**config.mk**
```make
export PLATFORM = sky130hd
export DESIGN_NAME = mole_scheduler
export DESIGN_NICKNAME = d
export VERILOG_FILES = /design/src/rtl/mole_scheduler.sv
export SDC_FILE = /design/constraint.sdc
export NUM_CORES = 1
export LEC_CHECK = 0
export ABC_AREA = 1
export CAP_MARGIN = 20
export CORE_MARGIN = 1.5
export CORE_UTILIZATION = 39
export DETAILED_ROUTE_END_ITERATION = 10
export DONT_BUFFER_PORTS = 1
export PLACE_DENSITY = 0.55
export SYNTH_ARGS = -nofsm -noshare
export SYNTH_HDL_FRONTEND = slang
export SYNTH_SLANG_ARGS = --single-unit
```
**constraint.sdc**
```tcl
create_clock -name clk -period 2.6 [get_ports clk]
set_clock_uncertainty 0.05 [all_clocks]
set_input_delay 0.39 -clock clk [delete_from_list [all_inputs] [get_ports clk]]
set_output_delay 0.39 -clock clk [all_outputs]
set_load 0.05 [all_outputs]
```
**src/rtl/mole_scheduler.sv**
```systemverilog
// Whack-a-mole round sequencer: lights one of four moles per round, judges
// button presses as hit or miss, keeps score/miss counts and ends the game.
module mole_scheduler #(
    parameter int unsigned TICK_DIV  = 50_000_000,
    parameter int unsigned UP_TICKS  = 2,
    parameter int unsigned GAP_TICKS = 1,
    parameter int unsigned ROUNDS    = 20,
    parameter int unsigned MAX_MISS  = 5
) (
    input  logic       clk,
    input  logic       reset,
    input  logic       start,
    input  logic [1:0] rnd_num,
    input  logic [3:0] btn,
    output logic [3:0] mole,
    output logic [7:0] score,
    output logic [3:0] misses,
    output logic       busy,
    output logic       game_over,
    output logic       hit_pulse,
    output logic       miss_pulse
);

    localparam int unsigned GAP_LEN = GAP_TICKS * TICK_DIV;
    localparam int unsigned UP_LEN  = UP_TICKS * TICK_DIV;
    localparam int unsigned MAX_LEN = (GAP_LEN > UP_LEN) ? GAP_LEN : UP_LEN;
    localparam int unsigned TW      = (MAX_LEN > 1) ? $clog2(MAX_LEN) : 1;

    typedef enum logic [1:0] {
        IDLE = 2'd0,
        GAP  = 2'd1,
        SHOW = 2'd2,
        DONE = 2'd3
    } state_t;

    state_t        state;
    logic          start_q;
    logic [3:0]    btn_q;
    logic [TW-1:0] timer;
    logic [7:0]    round;
    logic [1:0]    prev_idx;
    logic          have_prev;

    logic          start_rise;
    logic [3:0]    btn_edge;
    logic [1:0]    pick;
    logic [3:0]    pick_mask;
    logic          gap_end;
    logic          up_end;
    logic          pressed;
    logic          is_hit;
    logic          judged;
    logic [7:0]    round_nxt;
    logic [3:0]    misses_nxt;
    logic          game_end;

    // Edge detection, mole selection with no-repeat, and round judgement
    always_comb begin
        start_rise = start & ~start_q;
        btn_edge   = btn & ~btn_q;
        pick       = rnd_num;
        if (have_prev && (rnd_num == prev_idx)) begin
            pick = rnd_num + 2'd1;
        end
        pick_mask  = 4'b0001 << pick;
        gap_end    = (timer == TW'(GAP_LEN - 1));
        up_end     = (timer == TW'(UP_LEN - 1));
        pressed    = |btn_edge;
        is_hit     = pressed && (btn_edge == mole);
        judged     = pressed || up_end;
        round_nxt  = round + 8'd1;
        misses_nxt = is_hit ? misses : (misses + 4'd1);
        game_end   = (round_nxt == 8'(ROUNDS)) || (misses_nxt == 4'(MAX_MISS));
    end

    // Game state machine with registered outputs
    always_ff @(posedge clk) begin
        if (!reset) begin
            state      <= IDLE;
            start_q    <= 1'b0;
            btn_q      <= 4'd0;
            timer      <= '0;
            round      <= 8'd0;
            prev_idx   <= 2'd0;
            have_prev  <= 1'b0;
            mole       <= 4'd0;
            score      <= 8'd0;
            misses     <= 4'd0;
            busy       <= 1'b0;
            game_over  <= 1'b0;
            hit_pulse  <= 1'b0;
            miss_pulse <= 1'b0;
        end else begin
            start_q    <= start;
            btn_q      <= btn;
            hit_pulse  <= 1'b0;
            miss_pulse <= 1'b0;
            case (state)
                IDLE, DONE: begin
                    if (start_rise) begin
                        score     <= 8'd0;
                        misses    <= 4'd0;
                        round     <= 8'd0;
                        timer     <= '0;
                        have_prev <= 1'b0;
                        mole      <= 4'd0;
                        busy      <= 1'b1;
                        game_over <= 1'b0;
                        state     <= GAP;
                    end
                end
                GAP: begin
                    if (gap_end) begin
                        mole      <= pick_mask;
                        prev_idx  <= pick;
                        have_prev <= 1'b1;
                        timer     <= '0;
                        state     <= SHOW;
                    end else begin
                        timer <= timer + TW'(1);
                    end
                end
                SHOW: begin
                    if (judged) begin
                        mole  <= 4'd0;
                        round <= round_nxt;
                        timer <= '0;
                        if (is_hit) begin
                            hit_pulse <= 1'b1;
                            if (score != 8'hFF) begin
                                score <= score + 8'd1;
                            end
                        end else begin
                            miss_pulse <= 1'b1;
                            misses     <= misses_nxt;
                        end
                        if (game_end) begin
                            busy      <= 1'b0;
                            game_over <= 1'b1;
                            state     <= DONE;
                        end else begin
                            state <= GAP;
                        end
                    end else begin
                        timer <= timer + TW'(1);
                    end
                end
                default: begin
                    state <= IDLE;
                end
            endcase
        end
    end

endmodule

```
==> results.sh <==
export IMPL_cp_end_kind="register"
export IMPL_final_net_count=579
export IMPL_timing_critical_path_mode_cell="nand2_4"
export IMPL_placed_cells=680
export IMPL_insertion_delay_ns=0.34
export IMPL_grt_ovfl_total=0
export IMPL_viasPerCell=4.95
export IMPL_globalplace_congestion=0.854
export IMPL_firstDrtPassIters=4
export IMPL_core_um2=9280
export IMPL_yosys_warnings=0
export IMPL_ys_seq_area_frac=0.346
export IMPL_wl_per_cell_um=12.4
export IMPL_layout_drive_gt1_share=0.113
export IMPL_syn_nets=561
export IMPL_power_switching_mw=1.16
export IMPL_p_int_mw=1.92
export IMPL_hold_viol_final=0
export IMPL_antenna_found_initial=0
export IMPL_r2r_end="timer[19]$_SDFFE_PN0P_"
export IMPL_io_pins=29
export IMPL_grt_first_pass_wirelength_mm=15.1
export IMPL_tightest_slew_ns=0.603
export IMPL_p_sw_frac=0.377
export IMPL_synth_cell_types=42
export IMPL_maxSlewViolCount=0
export IMPL_critPathSlowestCell="dfxtp_1"
export IMPL_holdWs_ns=0.0858
export IMPL_cts_sinks=65
export IMPL_rsz0062_at_grt="false"
export IMPL_grt_max_degree=33
export IMPL_hp_class="in2reg"
export IMPL_clock_path_buffers=2
export IMPL_clkPwrFrac=0.314
export IMPL_synth_area_um2=3760
export IMPL_cts_root_buf="clkbuf_8"
export IMPL_fin_cells=696
export IMPL_power_per_cell_area_nw_per_um2=730
export IMPL_drt_total_wl_mm=8.62
export IMPL_synth_edf_count=0
export IMPL_reg2reg_slack_ns=0.43
export IMPL_fp_dieH_um=101
export IMPL_yosys_top_cells_area="dfxtp_1, nand2_1, inv_1, a21oi_1, nor2_1"
export IMPL_r2r_start="timer[1]$_SDFFE_PN0P_"
export IMPL_final_common_cell="nand2_1"
export IMPL_io_buffers=0
export IMPL_cpPeakStageDelay_ns=0.38
export IMPL_setup_viol=0
export IMPL_worst_ep_arrival_time_ns=2.36
export IMPL_die_area_um2=10200
export IMPL_combPwrFrac=0.300
export IMPL_synth_cells=544
export IMPL_crit_end="timer[19]$_SDFFE_PN0P_"
export IMPL_postCtsSetupBuffers=0
export IMPL_rows=35
export IMPL_worstSetupPathType="reg2reg"
export IMPL_grt_pass1_vias=3212
export IMPL_cts_tree="built"
export IMPL_relSlewSlack=0.598
export IMPL_clkSlewWorstSetupHoldPaths_ns=0.08
export IMPL_htreeDepth=3
export IMPL_cts_buffers_inserted=9
export IMPL_holdBufCountCts=0
export IMPL_cp_max_fo=16
export IMPL_worst_setup_path_start_kind="register"
export IMPL_min_period_ns=2.17
export IMPL_dp_hpwl_mm=6.23
export IMPL_r2r_cells=13
export IMPL_yosysTopAreaCell="dfxtp_1"
export IMPL_ir_drop_v=0.000232
export IMPL_ctsResizeCount=0
export IMPL_ys_flop_type="dfxtp_1"
export IMPL_status="complete, no violations"
export IMPL_antenna_cells=0
export IMPL_cap_violations=0
export IMPL_crit_family="simple AND/OR/NAND/NOR gates"
export IMPL_timing_setup_tns_ns=0
export IMPL_cp_num_buf_inv=0
export IMPL_path_cells="ha_1 > nand2_2 > nor2_4 > nand2_2 > nor2_4 > nand2_4 > nor2_8 > nand4_4 > nand3_4 > nand2_4 > nand2_4 > nor2_2 > o21a_1"
export IMPL_critPathLaunch="timer[1]$_SDFFE_PN0P_"
export IMPL_track_usage=0.185
export IMPL_vias=3445
export IMPL_seqPwrFrac=0.386
export IMPL_drt_iter0_markers=127
export IMPL_post_route_period_util=0.836
export IMPL_drc_errors=0
export IMPL_detail_route_antenna_nets=0
export IMPL_avgSynthCellArea_um2=6.91
export IMPL_synthArstFlopShare=0
export IMPL_synth_top_cell_area_share=0.346
export IMPL_ys_ff_latch=65
export IMPL_initial_core_util=0.405
export IMPL_path_depth=13
export IMPL_fp_dieW_um=101
export IMPL_max_freq_mhz=460
export IMPL_final_cell_mix="nand2_1, inv_1, dfxtp_1"
export IMPL_worstPathRequired_ns=2.78
export IMPL_leakagePower_nw=1.68
export IMPL_area_growth_pct=12.4
==> kinds of logic (layout without fill, tap and decap cells) <==
| kind of cell | count (synthesis) | after routing | share of synthesized area |
|---|---|---|---|
| compound gates | 87 | 87 | 0.128 |
| xor+xnor | 24 | 24 | 0.0559 |
| fa+ha+maj | 8 | 8 | 0.0266 |
| buf+inv | 86 | 109 | 0.0915 |
| flops | 65 | 65 | 0.346 |
| simple gates | 274 | 274 | 0.352 |
==> final cells by class <==
class | count | area (µm²)
Fill cell | 960 | 5060
Multi-Input combinational cell | 393 | 2110
Sequential cell | 65 | 1300
Inverter | 72 | 270
Tap cell | 129 | 161
Timing Repair Buffer | 21 | 158
Clock buffer | 11 | 141
Clock inverter | 5 | 78.8
==> per-stage QoR <==
step           cell area (µm²)  total power, mW  worst slack (ns)  utilization
2_1_floorplan             3760             1.92             0.587            -
3_3_place_gp              4010             2.14             0.511        0.431
3_5_place_dp              4010             2.15             0.434        0.431
4_1_cts                   4230             3.12             0.404        0.455
5_1_grt                   4230             3.31             0.237        0.455
6_report                  4230             3.09             0.426        0.455
==> worst min path at each step <==
stage	from	to	slack [ns]	cells past startpoint
global placement	have_prev$_SDFFE_PN0P_	have_prev$_SDFFE_PN0P_	0.41	2
CTS	btn[2]	btn_q[2]$_SDFF_PN0_	0.07	2
finish	btn[2]	btn_q[2]$_SDFF_PN0_	0.09	2
global route	btn[2]	btn_q[2]$_SDFF_PN0_	0.06	2
detailed placement	have_prev$_SDFFE_PN0P_	have_prev$_SDFFE_PN0P_	0.42	2
floorplan	have_prev$_SDFFE_PN0P_	have_prev$_SDFFE_PN0P_	0.40	2
==> power groups by stage <==
| stage | Combinational (mW) | Clock (mW) | Sequential (mW) |
|---|---|---|---|
| after detailed placement | 0.931 | 0 | 1.21 |
| final | 0.927 | 0.967 | 1.19 |
| after global placement | 0.925 | 0 | 1.21 |
| after floorplan | 0.586 | 0 | 1.33 |
| after global routing | 1.06 | 1.05 | 1.21 |
| after CTS | 0.935 | 0.998 | 1.19 |
==> sequential cells by signal (all words and copies together) (netlist names), 2 cells and up <==
name	count
state	2
round	8
btn_q	4
misses	4
mole	4
score	8
prev_idx	2
timer	27
==> per-layer routing <==
metal	share of wire	GRT usage	up-vias
li1	-	-	1819
met1	0.49	0.239	1556
met2	0.47	0.305	62
met3	0.034	0.0455	8
met4	0.011	0.0566	0
met5	0	0	-
==> cells in the mapped netlist, types with 3 or more instances <==
cell type    n
nor3b_1      3
nand2_1    120
nor3_1      18
xnor2_1      5
o21ai_1      3
ha_1         8
a21oi_2      4
nor2_4       4
nand3_1     36
nand4_1     19
a21oi_1     39
clkbuf_1     7
inv_1       68
or2_2        4
o21a_1       3
or2_1        3
xor2_1      19
nor2_1      50
dfxtp_1     65
nand2_4      5
o22ai_1      3
o21ai_0     30
==> worst reg2reg max path, delay by kind of cell (launching register included) <==
kind                     cells  cell delay [ns]
AO/OA/AOI/OAI                1             0.16
adder cells (fa/ha/maj)      1             0.20
flip-flops                   1             0.38
AND/OR/NAND/NOR             11             1.28
(Power assumes the default switching activity.)
